===== config.mk =====
export PLATFORM = sky130hd
export DESIGN_NAME = latch_bank_arbiter
export DESIGN_NICKNAME = d
export VERILOG_FILES = /design/src/rtl/latch_bank_arbiter.sv
export SDC_FILE = /design/constraint.sdc
export NUM_CORES = 1
export LEC_CHECK = 0
export ABC_AREA = 1
export CORE_ASPECT_RATIO = 1.5
export CORE_MARGIN = 2
export CORE_UTILIZATION = 39
export CTS_BUF_LIST = sky130_fd_sc_hd__clkbuf_8
export DETAILED_ROUTE_END_ITERATION = 10
export GPL_TIMING_DRIVEN = 0
export MAX_ROUTING_LAYER = met4
export PLACE_DENSITY = 0.83
export SLEW_MARGIN = 20
export SYNTH_ARGS = -nofsm -noshare
export SYNTH_HDL_FRONTEND = slang
export SYNTH_SLANG_ARGS = --single-unit

===== constraint.sdc =====
create_clock -name clk -period 1.3 [get_ports clk]
set_clock_uncertainty 0.05 [all_clocks]
set_input_delay 0.13 -clock clk [delete_from_list [all_inputs] [get_ports clk]]
set_output_delay 0.13 -clock clk [all_outputs]
set_load 0.05 [all_outputs]

===== src/rtl/latch_bank_arbiter.sv =====
// latch_bank_arbiter
//   Sequences writes from NREQ requesters into a clockless bank of 2^AW
//   level-sensitive D latches, each DW bits wide. Each write runs a fixed
//   SETUP / OPEN / HOLD pulse so that lat_d is stable for one full cycle
//   on both sides of the single-cycle lat_en window.
//
//   Build option: define LATCH_ARB_RR_EN for round-robin arbitration
//   (search starts after the last winner). Leave it undefined for fixed
//   priority, where the lowest index wins.
//
// Ports
//   clk     system clock, rising edge
//   rst     asynchronous active-high reset
//   req     per-requester write request, held until done
//   addr    packed target entry, requester i at [i*AW +: AW]
//   wdata   packed write data, requester i at [i*DW +: DW]
//   gnt     one-hot grant, SETUP through HOLD
//   done    one-cycle completion pulse in HOLD
//   lat_d   shared latch D bus, holds last written value while idle
//   lat_en  one-hot latch enable, only in OPEN
//   busy    high whenever the sequencer is not idle
module latch_bank_arbiter #(
   parameter int unsigned NREQ = 4,
   parameter int unsigned DW   = 8,
   parameter int unsigned AW   = 2
) (
   input  logic                 clk,
   input  logic                 rst,
   input  logic [NREQ-1:0]      req,
   input  logic [NREQ*AW-1:0]   addr,
   input  logic [NREQ*DW-1:0]   wdata,
   output logic [NREQ-1:0]      gnt,
   output logic [NREQ-1:0]      done,
   output logic [DW-1:0]        lat_d,
   output logic [(1<<AW)-1:0]   lat_en,
   output logic                 busy
);

   localparam int unsigned NE = 1 << AW;
   localparam int unsigned IW = (NREQ > 1) ? $clog2(NREQ) : 1;

   typedef enum logic [1:0] {IDLE, SETUP, OPEN, HOLD} state_t;

   state_t            state, state_nx;
   logic [IW-1:0]     win_idx, win_idx_nx;
   logic [AW-1:0]     cap_addr, cap_addr_nx;
   logic [NREQ-1:0]   gnt_nx, done_nx;
   logic [DW-1:0]     lat_d_nx;
   logic [NE-1:0]     lat_en_nx;
   logic              busy_nx;

   logic [IW-1:0]     pick;
   logic [AW-1:0]     pick_addr;
   logic [DW-1:0]     pick_data;
   int unsigned       rank;
   int unsigned       best;

`ifdef LATCH_ARB_RR_EN
   logic [IW-1:0]     ptr;

   always_ff @(posedge clk or posedge rst) begin
      if (rst) begin
         ptr <= IW'(NREQ - 1);
      end else if (state == IDLE && req != '0) begin
         ptr <= pick;
      end
   end
`endif

   // Each requester gets a rank (its distance from the highest-priority
   // slot); the lowest-ranked active requester wins.
   always_comb begin
      pick      = '0;
      pick_addr = '0;
      pick_data = '0;
      rank      = 0;
      best      = NREQ;
      for (int unsigned j = 0; j < NREQ; j++) begin
`ifdef LATCH_ARB_RR_EN
         rank = (j + 2 * NREQ - 1 - 32'(ptr)) % NREQ;
`else
         rank = j;
`endif
         if (req[j] && (rank < best)) begin
            best      = rank;
            pick      = IW'(j);
            pick_addr = addr[j*AW +: AW];
            pick_data = wdata[j*DW +: DW];
         end
      end
   end

   // Outputs are computed one state ahead and registered, so none of
   // them has a combinational path from req.
   always_comb begin
      state_nx    = state;
      win_idx_nx  = win_idx;
      cap_addr_nx = cap_addr;
      gnt_nx      = gnt;
      done_nx     = '0;
      lat_en_nx   = '0;
      lat_d_nx    = lat_d;
      case (state)
         IDLE: begin
            if (req != '0) begin
               state_nx    = SETUP;
               win_idx_nx  = pick;
               cap_addr_nx = pick_addr;
               lat_d_nx    = pick_data;
               gnt_nx      = NREQ'(1) << pick;
            end
         end
         SETUP: begin
            state_nx  = OPEN;
            lat_en_nx = NE'(1) << cap_addr;
         end
         OPEN: begin
            state_nx = HOLD;
            done_nx  = NREQ'(1) << win_idx;
         end
         HOLD: begin
            state_nx = IDLE;
            gnt_nx   = '0;
         end
         default: begin
            state_nx = IDLE;
            gnt_nx   = '0;
         end
      endcase
      busy_nx = (state_nx != IDLE);
   end

   always_ff @(posedge clk or posedge rst) begin
      if (rst) begin
         state    <= IDLE;
         win_idx  <= '0;
         cap_addr <= '0;
         gnt      <= '0;
         done     <= '0;
         lat_en   <= '0;
         lat_d    <= '0;
         busy     <= 1'b0;
      end else begin
         state    <= state_nx;
         win_idx  <= win_idx_nx;
         cap_addr <= cap_addr_nx;
         gnt      <= gnt_nx;
         done     <= done_nx;
         lat_en   <= lat_en_nx;
         lat_d    <= lat_d_nx;
         busy     <= busy_nx;
      end
   end

endmodule


==> impl_results.md <==
- WP buf/inv: 2
- Fin nets: 330
- Area contributors post-synth: dfrtp_1 46%, nand2_1 15%, nand3_1 12%
- Largest net degree at the start of global routing: 28
- Root buffer cell: clkbuf_8
- Htree depth: 1
- FFs w/ async S/R, synth: 1.00
- Total CTS buffers: 3
- Routability cong.: between 0.8 and 0.9
- Min-delay worst type: in -> async
- Fin crit share: 0.993
- Final hold vios: 0
- Global route total overflow: 0
- R2R depth: 6
- LEAKAGE: between 1 and 1.5 nW
- Finished Core Util: 0.639
- Final ANT Viol Nets: 0
- Placed instance area: around 0.0022 mm2
- YS warnings: 0
- Skew-Pair Late Insertion Delay: 0.27 ns
- VDD IR-drop max: 1140 uV
- RSZ-0062 raised after global routing: yes
- R2r setup slk: 0.009 ns
- Die Area: ~0.0043 mm2
- Critical path endpoint category: flip-flop
- Die Wd: ~54 um
- Slowest cell on crit path: dfrtp_1
- Max incr delay on CP: roughly 0.40 ns
- Critical Path RT: between 1 and 1.5 ns
- CP Max Fanout: 5
- Setup violators final: 0
- Dominant cell type by area after synthesis: dfrtp_1
- Post-DP HPWL: approximately 2700 um
- Worst slew pin tran: 0.934 ns
- Critical path class: reg -> reg
- CP startpoint kind: flip-flop
- Clock Tree Buf Depth: 2
- WP data arrival: 1.40 ns
- Cts hold-fix bufs: 0
- Post-synthesis register bit count: 27
- Residual DRC: 0
- Syn nets: 252
- R2R Path Start: state[1]
- Power density over the cells: just under 2000 mW/mm2
- Slew headroom: 0.374
- Distinct cells, synth: 17
- Dominant synthesized flop cell: dfrtp_1
- Drt via density: between 4 and 5
- Syn Std Cell Area: roughly 0.0015 mm2
- MaxCap Viol Count: 0
- Routed wire per std cell: 11.4 um
- Top-Level Pins: 67
- Max-slew violations: 0
- FF-to-FF End: busy
- Drt total wl: roughly 3700 um
- Total GRT Usage: 0.189
- Outcome: completed
- First drt pass iteration count: 4
- Top-area cell type share of the netlist area: 0.458
- TritonCTS Sinks: 27
- Fmax: 774 MHz
- Core ar.: approximately 0.0036 mm2
- Delay-heaviest family, CP: flip-flops
- Finished Cell Area: between 0.002 and 0.0025 mm2
- Vias in the first global route: ~1.5k
- Fraction of the yosys area taken by sequential cells: 0.458
- Chip Height: 79.3 um
- Share of layout cells above drive strength 1: 0.222
- N_diodes: 0
- Syn Area/Cell: between 7 and 8 um2
- First-pass GRT wire length: roughly 6000 um
- Area grow syn2layout: 57.9%
- Cell row count: 27
- DR iter-0 viols: 12
- Initial Util: 0.404
- Post-Syn Instances: 202
- Reg clk slew, reported paths: around 0.09 ns
- Port Buffers: 66
- Fin crit period: 1.29 ns
- Initial antenna violation count: 0
- Worst-path cell chain: inv_2, ha_4, nand2_4, buf_6, nand2_1, or2_1
- CTS tree: yes
- Vias: between 1.5k and 2k
- EDFF count, synth: 0
-- logic make-up (layout without fill, tap and decap cells) --
logic type,count (synthesis),in the layout,synth area share
compound gates,7,7,0.0271
fa+ha+maj,4,4,0.0339
buf+inv,35,112,0.105
flops,27,27,0.458
simple gates,129,129,0.376
-- how the worst max path moves through the flow --
stage,startpoint,endpoint,slack (ns),cells after the start
2_1_floorplan,state[0],busy,0.01,7
3_3_place_gp,req[1],busy,-0.25,7
3_5_place_dp,req[1],busy,-0.28,7
4_1_cts,lat_en[1],lat_en[1],0.0001,1
5_1_grt,state[1],gnt[2],-0.05,6
6_report,state[1],busy,0.009,6
-- metrics by stage --
stage	cells	setup TNS [ns]	setup slack [ns]	hold slack (ns)	power, mW
CTS	318	0	0.000139	0.369	4.38
finish	322	0	0.00882	0.204	4.56
floorplan	202	0	0.0143	0.133	3.03
detailed placement	311	-6.56	-0.276	0.406	3.86
global route	322	-0.244	-0.0506	0.265	4.88
global placement	311	-5.83	-0.250	0.392	3.80
-- power breakdown --
group          switching, mW  internal [mW]  leakage (nW)
Sequential             0.195           1.17         0.346
Clock                  0.253          0.215        0.0255
Combinational           1.72           1.01         0.820
Total                   2.17           2.39          1.19
-- repair_timing --
item                                    4_1_cts  5_1_grt
endpoints found under the setup margin       37       25
cloned                                        1        0
setup buffers                                 2        4
pin swaps                                     0       11
gates resized for setup                      56       38
-- metal layers --
layer | up-vias | track usage | part of all wire
li1 | 785 | - | -
met3 | 5 | 0.0150 | 0.050
met5 | - | - | 0
met2 | 59 | 0.333 | 0.55
met4 | 0 | 0.0900 | 0.019
met1 | 677 | 0.205 | 0.38
-- registers in the layout (all words and copies together) (netlist names) --
register	flops
busy	1
cap_addr	2
done	4
gnt	4
lat_d	8
lat_en	4
state	2
win_idx	2
-- final cells by class --
type	count	area [um2]
repair buffers	73	686
inverters	25	93.8
well taps	43	53.8
clock buffers	3	41.3
clock inverters	1	5.00
fillers	319	1320
multi-input cells	140	699
flip-flops and latches	27	676
plain buffers	10	75.1
-- synth_stat cells (2+ instances only) --
| cell | n |
|---|---|
| dfrtp_1 | 27 |
| inv_1 | 25 |
| buf_2 | 7 |
| nor2_1 | 24 |
| ha_1 | 4 |
| buf_6 | 2 |
| a21oi_1 | 3 |
| nand3_1 | 35 |
| nand2_1 | 59 |
| o21ai_0 | 2 |
| nor3_1 | 8 |
-- layout by cell type, fill, tap and decap left out, types with 2 or more instances in the layout --
cell type,instances
a21oi_1,3
buf_2,6
buf_4,7
buf_6,2
clkbuf_2,10
clkbuf_8,3
clkdlybuf4s15_2,12
clkdlybuf4s50_1,43
dfrtp_1,27
dlymetal6s2s_1,2
ha_2,2
inv_1,20
inv_2,4
nand2_1,54
nand2_2,4
nand3_1,35
nor2_1,20
nor2_2,4
nor3_1,8
o21ai_1,2
No activity file was read; power rests on OpenSTA's default activity.
